### config.mk
export PLATFORM = sky130hd
export DESIGN_NAME = mbit_dffsr_stim
export DESIGN_NICKNAME = d
export VERILOG_FILES = /design/src/rtl/mbit_dffsr_stim.sv
export SDC_FILE = /design/constraint.sdc
export NUM_CORES = 1
export LEC_CHECK = 0
export CELL_PAD_IN_SITES_DETAIL_PLACEMENT = 0
export CELL_PAD_IN_SITES_GLOBAL_PLACEMENT = 1
export CORE_ASPECT_RATIO = 1.4
export CORE_MARGIN = 10
export CORE_UTILIZATION = 40
export DETAILED_ROUTE_END_ITERATION = 7
export PLACE_DENSITY_LB_ADDON = 0.1
export SYNTH_ARGS = -nofsm -noshare
export SYNTH_HDL_FRONTEND = slang
export SYNTH_SLANG_ARGS = --single-unit
### constraint.sdc
create_clock -name CLK -period 2.14 [get_ports CLK]
set_input_delay 0.321 -clock CLK [delete_from_list [all_inputs] [get_ports CLK]]
set_output_delay 0.321 -clock CLK [all_outputs]
set_load 0.1 [all_outputs]
### src/rtl/mbit_dffsr_stim.sv
// Stimulus sequencer for a WIDTH-bit set/clear flip-flop bank: sweeps every D/SET combination
// with an apply, clear-ramp and hold phase per step. Define MBIT_DFFSR_STIM_LOOP_EN to repeat sweeps.
module mbit_dffsr_stim #(
  parameter int unsigned WIDTH = 2,
  parameter int unsigned HOLD  = 4
) (
  input  logic               CLK,
  input  logic               RST,
  input  logic               START,
  input  logic               STOP,
  output logic [WIDTH-1:0]   D,
  output logic [WIDTH-1:0]   SET,
  output logic [WIDTH-1:0]   CLR,
  output logic [2*WIDTH-1:0] STEP,
  output logic               BUSY,
  output logic               DONE
);

  localparam int unsigned SW   = 2 * WIDTH;
  localparam int unsigned MAXC = (WIDTH > HOLD) ? WIDTH : HOLD;
  localparam int unsigned CW   = $clog2(MAXC + 1);

  localparam logic [CW-1:0] RampLast = CW'(WIDTH);
  localparam logic [CW-1:0] HoldLast = CW'(HOLD);
  localparam logic [SW-1:0] StepMax  = '1;

  typedef enum logic [1:0] {StIdle, StApply, StRamp, StHold} state_e;

  state_e           state_q, state_d;
  logic [SW-1:0]    step_q, step_d;
  logic [CW-1:0]    cnt_q, cnt_d;
  logic [WIDTH-1:0] d_q, d_d;
  logic [WIDTH-1:0] set_q, set_d;
  logic [WIDTH-1:0] clr_q, clr_d;
  logic             busy_q, busy_d;
  logic             done_q, done_d;
  // Cleared by reset; a START is only honoured once START has been seen low afterwards.
  logic             armed_q, armed_d;

  logic [SW-1:0]    step_inc;
  logic             go;

  function automatic logic [WIDTH-1:0] gray_of(input logic [SW-1:0] s);
    logic [WIDTH-1:0] g;
    g = s[SW-1:WIDTH];
    return g ^ (g >> 1);
  endfunction

  // Mask with the top k bits set.
  function automatic logic [WIDTH-1:0] clr_mask(input logic [CW-1:0] k);
    logic [WIDTH-1:0] m;
    m = '0;
    for (int i = 0; i < int'(WIDTH); i++) begin
      if ((i + int'(k)) >= int'(WIDTH)) m[i] = 1'b1;
    end
    return m;
  endfunction

  assign step_inc = step_q + SW'(1);
  assign go       = START & ~STOP & armed_q;

  always_comb begin
    state_d = state_q;
    step_d  = step_q;
    cnt_d   = cnt_q;
    d_d     = d_q;
    set_d   = set_q;
    clr_d   = clr_q;
    busy_d  = busy_q;
    done_d  = 1'b0;
    armed_d = armed_q | ~START;

    unique case (state_q)
      StIdle: begin
        if (go) begin
          state_d = StApply;
          step_d  = '0;
          cnt_d   = '0;
          d_d     = '0;
          set_d   = '0;
          clr_d   = '0;
          busy_d  = 1'b1;
        end
      end
      StApply: begin
        state_d = StRamp;
        cnt_d   = CW'(1);
        clr_d   = clr_mask(CW'(1));
      end
      StRamp: begin
        if (cnt_q == RampLast) begin
          state_d = StHold;
          cnt_d   = CW'(1);
          clr_d   = '0;
        end else begin
          cnt_d = cnt_q + CW'(1);
          clr_d = clr_mask(cnt_q + CW'(1));
        end
      end
      StHold: begin
        if (cnt_q == HoldLast) begin
          cnt_d = '0;
          clr_d = '0;
          if (step_q == StepMax) begin
            done_d = 1'b1;
            step_d = '0;
            d_d    = '0;
            set_d  = '0;
`ifdef MBIT_DFFSR_STIM_LOOP_EN
            state_d = StApply;
            busy_d  = 1'b1;
`else
            state_d = StIdle;
            busy_d  = 1'b0;
`endif
          end else begin
            state_d = StApply;
            step_d  = step_inc;
            d_d     = step_inc[WIDTH-1:0];
            set_d   = gray_of(step_inc);
          end
        end else begin
          cnt_d = cnt_q + CW'(1);
        end
      end
    endcase

    // Abort overrides every active-state transition, including the end-of-sweep DONE.
    if (state_q != StIdle && STOP) begin
      state_d = StIdle;
      step_d  = '0;
      cnt_d   = '0;
      d_d     = '0;
      set_d   = '0;
      clr_d   = '0;
      busy_d  = 1'b0;
      done_d  = 1'b0;
    end
  end

  always_ff @(posedge CLK or posedge RST) begin
    if (RST) begin
      state_q <= StIdle;
      step_q  <= '0;
      cnt_q   <= '0;
      d_q     <= '0;
      set_q   <= '0;
      clr_q   <= '0;
      busy_q  <= 1'b0;
      done_q  <= 1'b0;
      armed_q <= 1'b0;
    end else begin
      state_q <= state_d;
      step_q  <= step_d;
      cnt_q   <= cnt_d;
      d_q     <= d_d;
      set_q   <= set_d;
      clr_q   <= clr_d;
      busy_q  <= busy_d;
      done_q  <= done_d;
      armed_q <= armed_d;
    end
  end

  assign D    = d_q;
  assign SET  = set_q;
  assign CLR  = clr_q;
  assign STEP = step_q;
  assign BUSY = busy_q;
  assign DONE = done_q;

endmodule

==> results.cfg <==
[yosys]
syn-mean-instance-area_um2 = 9.67
synth-warning-count = 0
synth_ff_type = sky130_fd_sc_hd__dfrtp_1
synth_largest_type_area_fraction = 0.356
syn-instance-count = 109
syn_area_um2 = 1050
postSynth.asyncResetShare = 1.00
yosys.area.top_type = sky130_fd_sc_hd__dfrtp_1
synth.ff_latch_count = 15
synthDistinctLibCells = 37
synth_sequential_area_ratio = 0.356
synth_enable_flop_cells = 0
leading_post_synthesis_cells_by_cell_area = sky130_fd_sc_hd__dfrtp_1, sky130_fd_sc_hd__ha_1, sky130_fd_sc_hd__nand2b_1
synth_fp_nets = 124

[min_path]
min_path_type = input port to asynchronous set/reset pin

[placed_design]
place_congestion = 0.776
hpwl_um = 1920
detailed_place.area_um2 = 1210
port_buffers = 15
dpl_worst_slack_ns = 0.0861

[clock_tree]
cts_resized = 0
worst_skew_pair_later_pin_latency_ns = 0.30
cts.sink_count = 15
cts_setup_buffers = 0
worst_setup_hold_path_clk_slew_ns = 0.10
htree_num_levels = 1
clock-root-buffer = sky130_fd_sc_hd__clkbuf_4
numCtsBuffers = 3
ctsHoldBuffers = 0
tritoncts = built
cts_max_path_buffers = 2

[grt]
grt_max_degree = 16
first_global_vias = 900
grt_antenna_before_repair = 0
overflow = 0
grt_pass1_wl_um = 4120
gr-usage-all-layers = 0.0978

[timing]
hold_viol = 0
setup-tns-final_ns = 0
final.setup_skew_ns = 0.00102
setup-violations-final = 0
finalWorstSetupSlack_ns = 0.170
report.final.slew_viol_count = 0
post-route-period-util = 0.921
period_minus_slack_ns = 1.97
slew_headroom = 0.614
timing_worst_slew_pin_value_ns = 0.578
maxClockFrequency_mhz = 508
grt_setup_unrepaired = false

[routing]
route.detailed.drc = 0
detail-route-antenna-nets = 0
finalWirelength_um = 2370
dr_total_vias = 885
drt-pass1-iter-count = 4
drt_first_iter_violations = 16
via_per_inst = 5.43
detail_route.wl_per_cell_um = 14.5

[worst_setup_path]
path_max_fanout = 11
timing.critical_path.to_type = register
cp_class = register to register
worst_ep_required_ns = 2.37
setup.worst_path.start_class = register
critPathArrivalTime_ns = 2.20

[floorplanning]
die_width_um = 63.4
std_cell_rows = 22
fp.coreArea_um2 = 2590
dieArea_um2 = 5120
initial_core_util = 0.407
floorplan.die.height_um = 80.7
ioPinCount = 16

[layout]
finish.instance_area_um2 = 1230
final-seq-area_um2 = 375
mostFrequentLayoutCells = sky130_fd_sc_hd__buf_4, sky130_fd_sc_hd__dfrtp_1, sky130_fd_sc_hd__ha_1
antennaDiodeCount = 0
postLayoutCoreUtil = 0.477
final.fill_count = 277
layout-drive-gt1-share = 0.205
synthToLayoutAreaGrowth_pct = 17.2
combined_area_of_the_multi_input_logic_cells_um2 = 611
num-nets-final = 143
most_frequent_standard_cell_in_the_layout_excluding_fill_and_tap_cells = sky130_fd_sc_hd__buf_4

[power]
power_density_nw_per_um2 = 1320
power.static_leakage_nw = 0.596
overall_power_mw = 1.63
power.ir.vdd_worst_uv = 849

[run_status]
outcome = finished, final reports clean

[flow_run]
cap_violations = 0
## cell type report
type,count,area share
Timing Repair Buffer,19,0.122
Clock buffer,3,0.0182
Tap cell,36,0.0365
Multi-Input combinational cell,82,0.494
Sequential cell,15,0.304
Clock inverter,1,0.00405
Inverter,7,0.0213
## cells by family after synthesis
kind of cell    Yosys count  share of synthesized area
flops                    15                      0.356
compound gates           27                      0.207
buf+inv                  12                     0.0641
mux                       1                    0.00950
fa+ha+maj                11                      0.131
xor+xnor                  2                     0.0166
simple gates             41                      0.216
## path summary, 6_finish.rpt
| check | start | end | slack [ns] | cells after the start |
|---|---|---|---|---|
| setup reg to reg | state_q[0] | STEP[3] | 0.17 | 7 |
| max in group asynchronous | RST | cnt_q[1] | 1.39 | 2 |
| hold / removal | RST | CLR[0] | 0.37 | 2 |
| hold reg to reg | armed_q | armed_q | 0.47 | 1 |
| min in group CLK | armed_q | armed_q | 0.47 | 1 |
| setup / recovery | state_q[0] | STEP[3] | 0.17 | 7 |
## stage by stage
stage,instances,hold slack (ns)
global placement,159,0.451
detailed placement,159,0.456
CTS,163,0.417
global route,163,0.417
floorplan,109,0.222
finish,163,0.373
## cells in the mapped netlist, types with 2 or more instances
cell	n
sky130_fd_sc_hd__o21ai_0	3
sky130_fd_sc_hd__buf_4	4
sky130_fd_sc_hd__or4_1	2
sky130_fd_sc_hd__a21bo_2	2
sky130_fd_sc_hd__nand2b_1	6
sky130_fd_sc_hd__o31ai_1	4
sky130_fd_sc_hd__dfrtp_1	15
sky130_fd_sc_hd__nand2_1	9
sky130_fd_sc_hd__a21o_1	2
sky130_fd_sc_hd__nor3_1	5
sky130_fd_sc_hd__nand3_1	6
sky130_fd_sc_hd__ha_1	11
sky130_fd_sc_hd__a22o_1	2
sky130_fd_sc_hd__inv_1	7
sky130_fd_sc_hd__nor2_1	3
sky130_fd_sc_hd__a21oi_1	3
sky130_fd_sc_hd__nor2b_1	2
sky130_fd_sc_hd__xor2_1	2
sky130_fd_sc_hd__o2bb2ai_1	3
## flip-flops by register name (all words and copies together) (netlist names)
name     cells
SET          1
DONE         1
state_q      2
CLR          2
STEP         4
cnt_q        3
armed_q      1
BUSY         1
## worst max-delay path, cell delays in order (launching register included)
cell,delay (ns)
sky130_fd_sc_hd__dfrtp_1,0.43
sky130_fd_sc_hd__inv_1,0.12
sky130_fd_sc_hd__ha_1,0.20
sky130_fd_sc_hd__nor2b_1,0.25
sky130_fd_sc_hd__o32ai_2,0.12
sky130_fd_sc_hd__buf_4,0.17
sky130_fd_sc_hd__or4_1,0.52
sky130_fd_sc_hd__o211ai_2,0.09
## power by group
| part | switching [mW] | internal (mW) |
|---|---|---|
| Sequential | 0.0644 | 0.346 |
| Combinational | 0.708 | 0.343 |
| Clock | 0.104 | 0.0698 |
## per-layer routing
layer,up-vias,GRT usage,part of all wire
met4,0,0.0461,0.017
met5,-,0,0
li1,427,-,-
met1,429,0.101,0.39
met2,24,0.181,0.53
met3,5,0.0237,0.067
Power figures use the tool's default switching activity.
